[src/rtl/dmem_line_adapter.sv]
// Purpose : single-line buffer between the CPU data port and the pmem line interface.
// Latency : hit 1 cycle after sampling; clean miss fill+2; dirty miss write-back+fill+2.
// Backpr. : requests are held by the initiator until dmem_resp; pmem requests are held until pmem_resp.
//
// Ports:
//   clk, rst                     clock and synchronous active-high reset
//   dmem_address/read/write      word request from the MEM stage (held until dmem_resp)
//   mem_byte_enable, dmem_wdata  write byte mask and write data
//   dmem_rdata, dmem_resp        read/merged data and one-cycle completion pulse
//   pmem_address/read/write      line address and line requests (held until pmem_resp)
//   pmem_wdata, pmem_rdata       whole-line write-back and fill data
//   pmem_resp                    line transfer complete
//   hit_count, miss_count        saturating counters, present only with DMEM_LINE_ADAPTER_PERF_EN
//
// Optional feature macro: DMEM_LINE_ADAPTER_PERF_EN (adds hit/miss counters).

module dmem_line_adapter #(
  parameter int LINE_BITS = 256
) (
  input  logic                 clk,
  input  logic                 rst,
  input  logic [31:0]          dmem_address,
  input  logic                 dmem_read,
  input  logic                 dmem_write,
  input  logic [3:0]           mem_byte_enable,
  input  logic [31:0]          dmem_wdata,
  output logic [31:0]          dmem_rdata,
  output logic                 dmem_resp,
  output logic [31:0]          pmem_address,
  output logic                 pmem_read,
  output logic                 pmem_write,
  output logic [LINE_BITS-1:0] pmem_wdata,
  input  logic [LINE_BITS-1:0] pmem_rdata,
  input  logic                 pmem_resp
`ifdef DMEM_LINE_ADAPTER_PERF_EN
  ,
  output logic [31:0]          hit_count,
  output logic [31:0]          miss_count
`endif
);

  localparam int OFF_BITS  = $clog2(LINE_BITS / 8);
  localparam int WIDX_BITS = OFF_BITS - 2;
  localparam int WORDS     = LINE_BITS / 32;
  localparam int TAG_BITS  = 32 - OFF_BITS;

  typedef enum logic [1:0] {
    IDLE = 2'd0,
    RESP = 2'd1,
    WB   = 2'd2,
    FILL = 2'd3
  } state_t;

  // Buffer state
  state_t                     state_q, state_d;
  logic                       valid_q, valid_d;
  logic                       dirty_q, dirty_d;
  logic [TAG_BITS-1:0]        tag_q, tag_d;
  logic [WORDS-1:0][31:0]     line_q, line_d;

  // Registered outputs
  logic                       dmem_resp_q, dmem_resp_d;
  logic [31:0]                dmem_rdata_q, dmem_rdata_d;
  logic                       pmem_read_q, pmem_read_d;
  logic                       pmem_write_q, pmem_write_d;
  logic [31:0]                pmem_address_q, pmem_address_d;
  logic [LINE_BITS-1:0]       pmem_wdata_q, pmem_wdata_d;

  // Request decode
  logic [TAG_BITS-1:0]        req_tag;
  logic [WIDX_BITS-1:0]       widx;
  logic                       req;
  logic                       hit;
  logic [31:0]                cur_word;
  logic [31:0]                merged_word;

  assign req_tag  = dmem_address[31:OFF_BITS];
  assign widx     = dmem_address[OFF_BITS-1:2];
  assign req      = dmem_read | dmem_write;
  assign hit      = valid_q && (tag_q == req_tag);
  assign cur_word = line_q[widx];

  // Byte-address bits below the word are not used by this block.
  logic unused_addr_lsb;
  assign unused_addr_lsb = ^dmem_address[1:0];

  // Write data merged into the addressed word; only meaningful on a write hit.
  always_comb begin
    merged_word = cur_word;
    for (int b = 0; b < 4; b++) begin
      if (mem_byte_enable[b]) begin
        merged_word[b*8 +: 8] = dmem_wdata[b*8 +: 8];
      end
    end
  end

  always_comb begin
    state_d        = state_q;
    valid_d        = valid_q;
    dirty_d        = dirty_q;
    tag_d          = tag_q;
    line_d         = line_q;
    dmem_resp_d    = 1'b0;
    dmem_rdata_d   = '0;
    pmem_read_d    = 1'b0;
    pmem_write_d   = 1'b0;
    pmem_address_d = '0;
    pmem_wdata_d   = pmem_wdata_q;

    unique case (state_q)
      IDLE: begin
        if (req) begin
          if (hit) begin
            state_d     = RESP;
            dmem_resp_d = 1'b1;
            // A simultaneous read+write is treated as a write.
            if (dmem_write) begin
              line_d[widx] = merged_word;
              dmem_rdata_d = merged_word;
              if (mem_byte_enable != 4'b0000) begin
                dirty_d = 1'b1;
              end
            end else begin
              dmem_rdata_d = cur_word;
            end
          end else if (valid_q && dirty_q) begin
            state_d        = WB;
            pmem_write_d   = 1'b1;
            pmem_address_d = {tag_q, {OFF_BITS{1'b0}}};
            pmem_wdata_d   = line_q;
          end else begin
            state_d        = FILL;
            pmem_read_d    = 1'b1;
            pmem_address_d = {req_tag, {OFF_BITS{1'b0}}};
          end
        end
      end

      RESP: begin
        state_d = IDLE;
      end

      WB: begin
        if (pmem_resp) begin
          dirty_d        = 1'b0;
          state_d        = FILL;
          pmem_read_d    = 1'b1;
          pmem_address_d = {req_tag, {OFF_BITS{1'b0}}};
        end else begin
          pmem_write_d   = 1'b1;
          pmem_address_d = pmem_address_q;
        end
      end

      FILL: begin
        if (pmem_resp) begin
          line_d  = pmem_rdata;
          // The fill address register already holds the requested tag.
          tag_d   = pmem_address_q[31:OFF_BITS];
          valid_d = 1'b1;
          state_d = IDLE;
        end else begin
          pmem_read_d    = 1'b1;
          pmem_address_d = pmem_address_q;
        end
      end

      default: begin
        state_d = IDLE;
      end
    endcase
  end

`ifdef DMEM_LINE_ADAPTER_PERF_EN
  // refill_q marks the IDLE re-evaluation that directly follows a fill, so the
  // resulting hit belongs to the miss already counted and is not counted again.
  logic        refill_q, refill_d;
  logic [31:0] hit_count_q, hit_count_d;
  logic [31:0] miss_count_q, miss_count_d;

  always_comb begin
    refill_d     = refill_q;
    hit_count_d  = hit_count_q;
    miss_count_d = miss_count_q;
    if (state_q == IDLE && req) begin
      refill_d = 1'b0;
      if (hit) begin
        if (!refill_q && hit_count_q != 32'hFFFF_FFFF) begin
          hit_count_d = hit_count_q + 32'd1;
        end
      end else if (miss_count_q != 32'hFFFF_FFFF) begin
        miss_count_d = miss_count_q + 32'd1;
      end
    end
    if (state_q == FILL && pmem_resp) begin
      refill_d = 1'b1;
    end
  end

  assign hit_count  = hit_count_q;
  assign miss_count = miss_count_q;
`endif

  always_ff @(posedge clk) begin
    // Line data, tag and write-back data carry no reset value; valid gates their use.
    line_q       <= line_d;
    tag_q        <= tag_d;
    pmem_wdata_q <= pmem_wdata_d;
    if (rst) begin
      state_q        <= IDLE;
      valid_q        <= 1'b0;
      dirty_q        <= 1'b0;
      dmem_resp_q    <= 1'b0;
      dmem_rdata_q   <= '0;
      pmem_read_q    <= 1'b0;
      pmem_write_q   <= 1'b0;
      pmem_address_q <= '0;
`ifdef DMEM_LINE_ADAPTER_PERF_EN
      refill_q       <= 1'b0;
      hit_count_q    <= '0;
      miss_count_q   <= '0;
`endif
    end else begin
      state_q        <= state_d;
      valid_q        <= valid_d;
      dirty_q        <= dirty_d;
      dmem_resp_q    <= dmem_resp_d;
      dmem_rdata_q   <= dmem_rdata_d;
      pmem_read_q    <= pmem_read_d;
      pmem_write_q   <= pmem_write_d;
      pmem_address_q <= pmem_address_d;
`ifdef DMEM_LINE_ADAPTER_PERF_EN
      refill_q       <= refill_d;
      hit_count_q    <= hit_count_d;
      miss_count_q   <= miss_count_d;
`endif
    end
  end

  assign dmem_resp    = dmem_resp_q;
  assign dmem_rdata   = dmem_rdata_q;
  assign pmem_read    = pmem_read_q;
  assign pmem_write   = pmem_write_q;
  assign pmem_address = pmem_address_q;
  assign pmem_wdata   = pmem_wdata_q;

endmodule
[config.mk]
export PLATFORM = sky130hd
export DESIGN_NAME = dmem_line_adapter
export DESIGN_NICKNAME = d
export VERILOG_FILES = /design/src/rtl/dmem_line_adapter.sv
export SDC_FILE = /design/constraint.sdc
export NUM_CORES = 1
export LEC_CHECK = 0
export ABC_AREA = 1
export BUFFER_PORTS_ARGS = -buffer_cell sky130_fd_sc_hd__buf_2
export CAP_MARGIN = 20
export CORE_AREA = 2 2 250 252
export DETAILED_ROUTE_END_ITERATION = 16
export DIE_AREA = 0 0 252 254
export GPL_TIMING_DRIVEN = 0
export PLACE_DENSITY = 0.65
export SETUP_SLACK_MARGIN = 0.4
export SYNTH_ARGS = -nofsm -noshare
export SYNTH_HDL_FRONTEND = slang
export SYNTH_SLANG_ARGS = --single-unit
[constraint.sdc]
create_clock -name clk -period 16.1 [get_ports clk]
set_input_delay 1.61 -clock clk [delete_from_list [all_inputs] [get_ports clk]]
set_output_delay 1.61 -clock clk [all_outputs]
set_load 0.01 [all_outputs]
==> results of run 1 <==
## sequential cells by signal, summed over array words and instances (netlist names)
| register | cells |
|---|---|
| dmem_resp | 1 |
| pmem_wdata | 256 |
| tag_q | 27 |
| dirty_q | 1 |
| valid_q | 1 |
| dmem_rdata | 32 |
| pmem_write | 1 |
| state_q | 2 |
| line_q | 256 |
| pmem_address | 27 |
| pmem_read | 1 |
## logic make-up after synthesis
family	after synthesis	share of synthesized area (%)
DFF	605	68.8
AOI/OAI and AO/OA	521	11.4
and+or+nand+nor	970	15.3
buffers and inverters	265	4.44
other	1	0.0147
## cell type report
type	instances	area, um2	area share [%]
antenna	11	27.5	0.0854
sequential	605	17500	54.3
clock buffer	84	1720	5.34
buffer	134	637	1.98
multi-input combinational	1496	6880	21.3
timing repair buffer	667	3670	11.4
clock inverter	31	309	0.959
tap	790	988	3.07
inverter	131	500	1.55
## worst paths after layout
| check | to | slack (ns) | cells after the start |
|---|---|---|---|
| max | line_q[43] | 11.53 | 10 |
| min | pmem_wdata[46] | 0.43 | 0 |
| max reg2reg | line_q[43] | 12.51 | 11 |
| min reg2reg | pmem_wdata[46] | 0.43 | 0 |
## synth_stat cells, drive strengths merged
| master | instances | share of area [%] |
|---|---|---|
| and3 | 1 | 0.025 |
| o22ai | 1 | 0.025 |
| o21ai | 315 | 6.5 |
| dfxtp | 66 | 5.2 |
| nand3b | 2 | 0.059 |
| clkinv | 4 | 0.064 |
| a22o | 5 | 0.17 |
| o21bai | 27 | 0.80 |
| nand3 | 128 | 2.6 |
| clkbuf | 75 | 1.1 |
| a22oi | 7 | 0.21 |
| buf | 59 | 1.4 |
| o2bb2ai | 6 | 0.21 |
| edfxtp | 539 | 64 |
| nand4 | 15 | 0.37 |
| o211ai | 25 | 0.74 |
| a21oi | 127 | 2.5 |
| nor2 | 72 | 1.1 |
| nand2 | 742 | 11 |
| nor3 | 2 | 0.039 |
| inv | 127 | 1.9 |
| a211oi | 8 | 0.28 |
| or2 | 8 | 0.20 |
| conb | 1 | 0.015 |
## per-layer routing
layer	track usage (%)	up-vias	part of all wire, %
met4	20.1	52	6.6
met5	0	-	0.28
met2	56.0	1834	45
li1	-	9698	-
met3	13.5	407	15
met1	43.1	10800	34
## layout by cell type (no fill, tap or decap), types with 9 or more instances in the layout
cell type,Yosys,final
nand2_1,737,737
buf_2,29,672
edfxtp_1,539,539
o21ai_0,280,279
nand3_1,126,126
a21oi_1,125,125
inv_1,118,117
clkbuf_1,75,87
nor2_1,70,69
dfxtp_1,66,66
clkbuf_16,0,61
o21bai_1,27,27
o211ai_1,25,25
buf_4,20,20
o21ai_2,18,18
o21ai_1,17,17
nand4_1,15,15
clkinv_2,1,15
buf_8,0,14
diode_2,0,11
clkbuf_8,0,11
clkinv_1,3,10
inv_2,9,9
## power groups by stage
stage / Clock [mW] / Sequential, mW / Combinational [mW]
3_5_place_dp: 0 / 1.81 / 0.441
6_report: 1.45 / 1.78 / 0.457
3_3_place_gp: 0 / 1.81 / 0.425
4_1_cts: 1.45 / 1.77 / 0.443
2_1_floorplan: 0 / 1.81 / 0.214
5_1_grt: 1.51 / 1.78 / 0.485
## stage by stage
step	hold WS, ns	util (%)
global route	0.451	52.6
finish	0.425	52.6
global placement	0.429	48.4
CTS	0.440	52.6
detailed placement	0.432	49.3
floorplan	0.426	-
## critical path, cell delays in order
cell      delay (ns)
buf_2           0.14
buf_2           0.22
nand2_1         0.53
nor2_1          0.56
inv_1           0.17
clkbuf_1        0.41
a22oi_2         0.67
buf_8           0.25
buf_8           0.18
buf_8           0.17
==> results.md, run 1 <==
* Via count at between 20000 and 25000
* Area post-placement at slightly above 30000 um2
* Drt drc at 0
* Fin. max-slew vios at 0
* Switching Share at 26.7%
* Status: completed
* Dpl hpwl at 91900 um
* Layout cells sized above 1 at 27.8%
* Crit path DAT at 4.95 ns
* Worst EP required at 16.47 ns
* Sw Pwr at 983 uW
* Pin count of the biggest net entering global routing at 113
* Slew headroom at a little under a fifth
* CTS Hold Bufs at 0
* DR iter-0 viols at between 3000 and 4000
* Die Ht at 254 um
* All-Layer GR Usage at 36.0%
* Final setup fails at 0
* Final WL at 119000 um
* Max-Cap Viols at 0
* Sequential-to-total area share from yosys stat at 68.8%
* Syn Inst Count at 2362
* Post_cts resized at 0
* Row cnt at 91
* Clock sink count at 605
* Hold Vio Cnt, Final at 0
* Mapped Area at 25400 um2
* RSZ-0062 raised after global routing: false
* P per Cell Area at 114 nW/um2
* Pint at 2.70 mW
* Via density at approximately 5.8
* Drt pass-1 iters at 7
* Number of synthesized register bits at 605
* WS Path Type: in -> reg
* Logic pwr share at 12.4%
* Clock Power Share at 39.4%
* Startpoint Class: primary input
* CTS tree: done
* CTS root buf: clkbuf_16
* Dpl ws at 10.95 ns
* HP Start: line_q[46]
* Worst-path clk slew at 0.06 ns
* Maximum clock frequency at 219 MHz
* Port bufs at 643
* TritonCTS buffer count at 61
* Initial antenna violation count at 39
* Min Tclk post-route at 4.57 ns
* Clock Skews at 0.0363 ns
* Clk_lat worst skew at 0.66 ns
* Seq pwr share at 48.2%
* Chip Width at 252 um
* Post-route setup slack at between 10 and 15 ns
* Fillers at 5510
* FF-to-FF Start: state_q[0]
* Hold WC Path Type: reg -> reg
* Clock Tree Buf Depth at 3
* Layout Nets at 3425
* Cell total after placement at 3823
* Routability Congestion at around 0.97
* First-pass GRT wire length at 160000 um
* Tcrit/Tclk final at between 20% and 30%
* Initial core utilization at 41.5%
* Final ANT Viol Nets at 0
* H-tree depth at 2
* Static leakage power at ~13 nW
* Setup TNS at 0 ns
* Core ar. at 61300 um2
* Syn. warnings at 0
* Routed length per instance at roughly 30 um
* # IOs at 652
* Grt ovf at 0
* Worst-path fanout max at 11
* Syn-to-layout area delta at 26.7%
* Die area at between 60000 and 70000 um2
* Setup crit start: dmem_address[2]
* Final instance area at roughly 32000 um2
* Number of global-route vias before repair at ~22000
* Peak supply drop at 0.0991 mV
* Post-Syn Area per Cell at 10.8 um2
* Synth unique cells at 37
* Critical Path End Type: flip-flop
* Worst slew pin tran at about 1.2 ns
* Total power at roughly 3.7 mW
* Fin cells at 3949
* Postcts setup bufs at 0
Power figures use the tool's default switching activity.
==> inputs of run 2 (changes only) <==
--- a/config.mk
+++ b/config.mk
@@ -8,9 +8,9 @@
 export ABC_AREA = 1
 export BUFFER_PORTS_ARGS = -buffer_cell sky130_fd_sc_hd__buf_2
 export CAP_MARGIN = 20
-export CORE_AREA = 2 2 250 252
+export CORE_AREA = 2 2 255 257
 export DETAILED_ROUTE_END_ITERATION = 16
-export DIE_AREA = 0 0 252 254
+export DIE_AREA = 0 0 257 259
 export GPL_TIMING_DRIVEN = 0
 export PLACE_DENSITY = 0.65
 export SETUP_SLACK_MARGIN = 0.4
==> constraint.sdc (replaced) <==
create_clock -name clk -period 3.7 [get_ports clk]
set_input_delay 0.37 -clock clk [delete_from_list [all_inputs] [get_ports clk]]
set_output_delay 0.37 -clock clk [all_outputs]
set_load 0.01 [all_outputs]
==> run 2 against run 1 <==
Net effect: non-clock buffer count is 16 higher; first-iteration DRC count is 9.6% lower; die area rose by 4.0%; sequential cell count unchanged; global-route usage shrank 2.1 points; clock power increased to 4.6 times the previous value; largest power group unchanged.
==> results.md, run 2 (synthesized netlist as in run 1, its figures left out) <==
* Status: completed (unchanged)
* Syn-to-layout area delta at 28.4% (was 26.7%)
* Worst-path clk slew at 0.06 ns (about the same)
* Cell total after placement at 3892 (was 3823)
* Hold path depth at 3 (was 0)
* Static leakage power at 13.1 nW (was 12.9 nW)
* Clock Tree Buf Depth at 3 (unchanged)
* Pin count of the biggest net entering global routing at 43 (was 113)
* Port bufs at 643 (unchanged)
* Multi-input logic area at 6900 um2 (was 6880 um2)
* Fin cells at 4046 (was 3949)
* Layout Nets at 3448 (was 3425)
* Tcrit/Tclk final at 85.1%
* Via count at 22500 (was 22800)
* WS Path Type: reg -> reg (was in -> reg)
* Die Ht at 259 um (was 254 um)
* Layout cells sized above 1 at 28.4% (was 27.8%)
* CTS tree: done (unchanged)
* Commonest non-fill, non-tap cell in the layout: nand2_1 (unchanged)
* Dpl hpwl at 90000 um (was 91900 um)
* Grt ovf at 0 (unchanged)
* H-tree depth at 3 (was 2)
* Startpoint Class: flip-flop (was primary input)
* Final WL at 117000 um (was 119000 um)
* Final setup fails at 0 (unchanged)
* Max-Cap Viols at 0 (unchanged)
* Clock sink count at 605 (unchanged)
* Worst EP required at 4.02 ns (was 16.47 ns)
* Crit path DAT at 3.47 ns (was 4.95 ns)
* P per Cell Area at 503 nW/um2 (was 114 nW/um2)
* Routability Congestion at 0.977 (was 0.969)
* Number of global-route vias before repair at 21000 (was 21700)
* Initial antenna violation count at 48 (was 39)
* Clk_lat worst skew at 0.63 ns (was 0.66 ns)
* Commonest non-fill, non-tap cells in the layout: nand2_1, buf_2, edfxtp_1 (unchanged)
* TritonCTS buffer count at 67 (was 61)
* Reg area at 17500 um2 (unchanged)
* Min Tclk post-route at 3.15 ns
* Final ANT Viol Nets at 0 (unchanged)
* All-Layer GR Usage at 33.9% (was 36.0%)
* Critical Path End Type: flip-flop (unchanged)
* Die area at 66600 um2 (was 64000 um2)
* Fillers at 5851 (was 5510)
* Peak supply drop at 0.369 mV (was 0.0991 mV)
* Clock Skews at 0.0413 ns (was 0.0363 ns)
* # IOs at 652 (unchanged)
* Reg2Reg Depth at 10 (was 11)
* Routed length per instance at 28.8 um (was 30.0 um)
* Drt drc at 0 (unchanged)
* RSZ-0062 raised after global routing: false (unchanged)
* Chip Width at 257 um (was 252 um)
* Fin. max-slew vios at 0 (unchanged)
* Initial core utilization at 39.8% (was 41.5%)
* Worst-path fanout max at 12 (was 11)
* Core ar. at 63900 um2 (was 61300 um2)
* Row cnt at 93 (was 91)
* Hold WC Path Type: in -> reg (was reg -> reg)
* Via density at 5.57 (was 5.78)
* Total power at 16.4 mW (was 3.68 mW)
* DR iter-0 viols at 2979 (was 3295)
* CTS root buf: clkbuf_16 (unchanged)
* Hold Vio Cnt, Final at 0 (unchanged)
* Maximum clock frequency at 318 MHz
* Worst slew pin tran at 1.20 ns (was 1.22 ns)
* Slew headroom at 19.9% (was 18.5%)
* First-pass GRT wire length at 157000 um (was 160000 um)
* Drt pass-1 iters at 6 (was 7)
## run 2: cell types whose count changed in the layout (fill, tap and decap cells not counted), sizes merged, moves of 2 or more
cell	change
clkbuf	-2
buf	+16
clkinv	+6
diode	+10
inv	-3
clkinvlp	+3
## run 2: per-layer routing
metal	GRT usage [%]	up-vias	routed length, um
li1	-	9743	-
met1	39.8	10600	39600
met2	53.6	1747	52600
met3	13.7	375	16900
met4	17.7	46	7200
met5	0	-	303
## run 2: worst paths after layout
kind / to / slack, ns / from
worst max-delay path: line_q[248] / 0.55 / state_q[0]
worst min-delay path: line_q[164] / 0.03 / pmem_rdata[164]
worst min register to register: pmem_wdata[42] / 0.43 / line_q[42]
worst max register to register: line_q[248] / 0.55 / state_q[0]
## run 2: power breakdown
part | internal, mW | switching [mW] | total, mW
combinational | 0.587 | 1.39 | 1.97
clock | 3.78 | 2.95 | 6.73
sequential | 7.63 | 0.100 | 7.73
## run 2: final cells by class
type                    count  area share [%]
diodes                     21           0.161
plain buffers             134            2.03
clock buffers              82            5.36
clock inverters            38            1.30
inverters                 131            1.52
multi-input cells        1497            21.1
flip-flops and latches    605            53.6
well taps                 855            3.27
repair buffers            683            11.7
## run 2: critical path: stages (launching register included)
cell and delay (ns):
dfxtp_1 0.29, buf_2 0.15, nand2_2 0.32, inv_2 0.12, buf_4 0.23, nor2_2 0.40
inv_1 0.16, clkbuf_2 0.34, a22oi_2 0.45, buf_8 0.23, buf_16 0.17
## run 2: what timing repair did
action,in CTS,in global routing
endpoints found under the setup margin,229,36
cloned,1,0
setup buffers,10,2
hold buffers,0,0
pin swaps,7,1
resized for setup,1,4
## run 2: metrics by stage
stage | hold WS [ns] | setup WS [ns] | util, % | TNS [ns] | area, um2
after floorplan | 0.426 | -1.65 | - | -421.90 | 25500
after global placement | 0.428 | -4.09 | 46.7 | -1307.55 | 29800
after detailed placement | 0.432 | -0.146 | 47.5 | -3.05 | 30300
after CTS | 0.000202 | 0.438 | 51.0 | 0 | 32600
after global routing | 0.0106 | 0.451 | 51.1 | 0 | 32700
final | 0.0294 | 0.551 | 51.2 | 0 | 32700
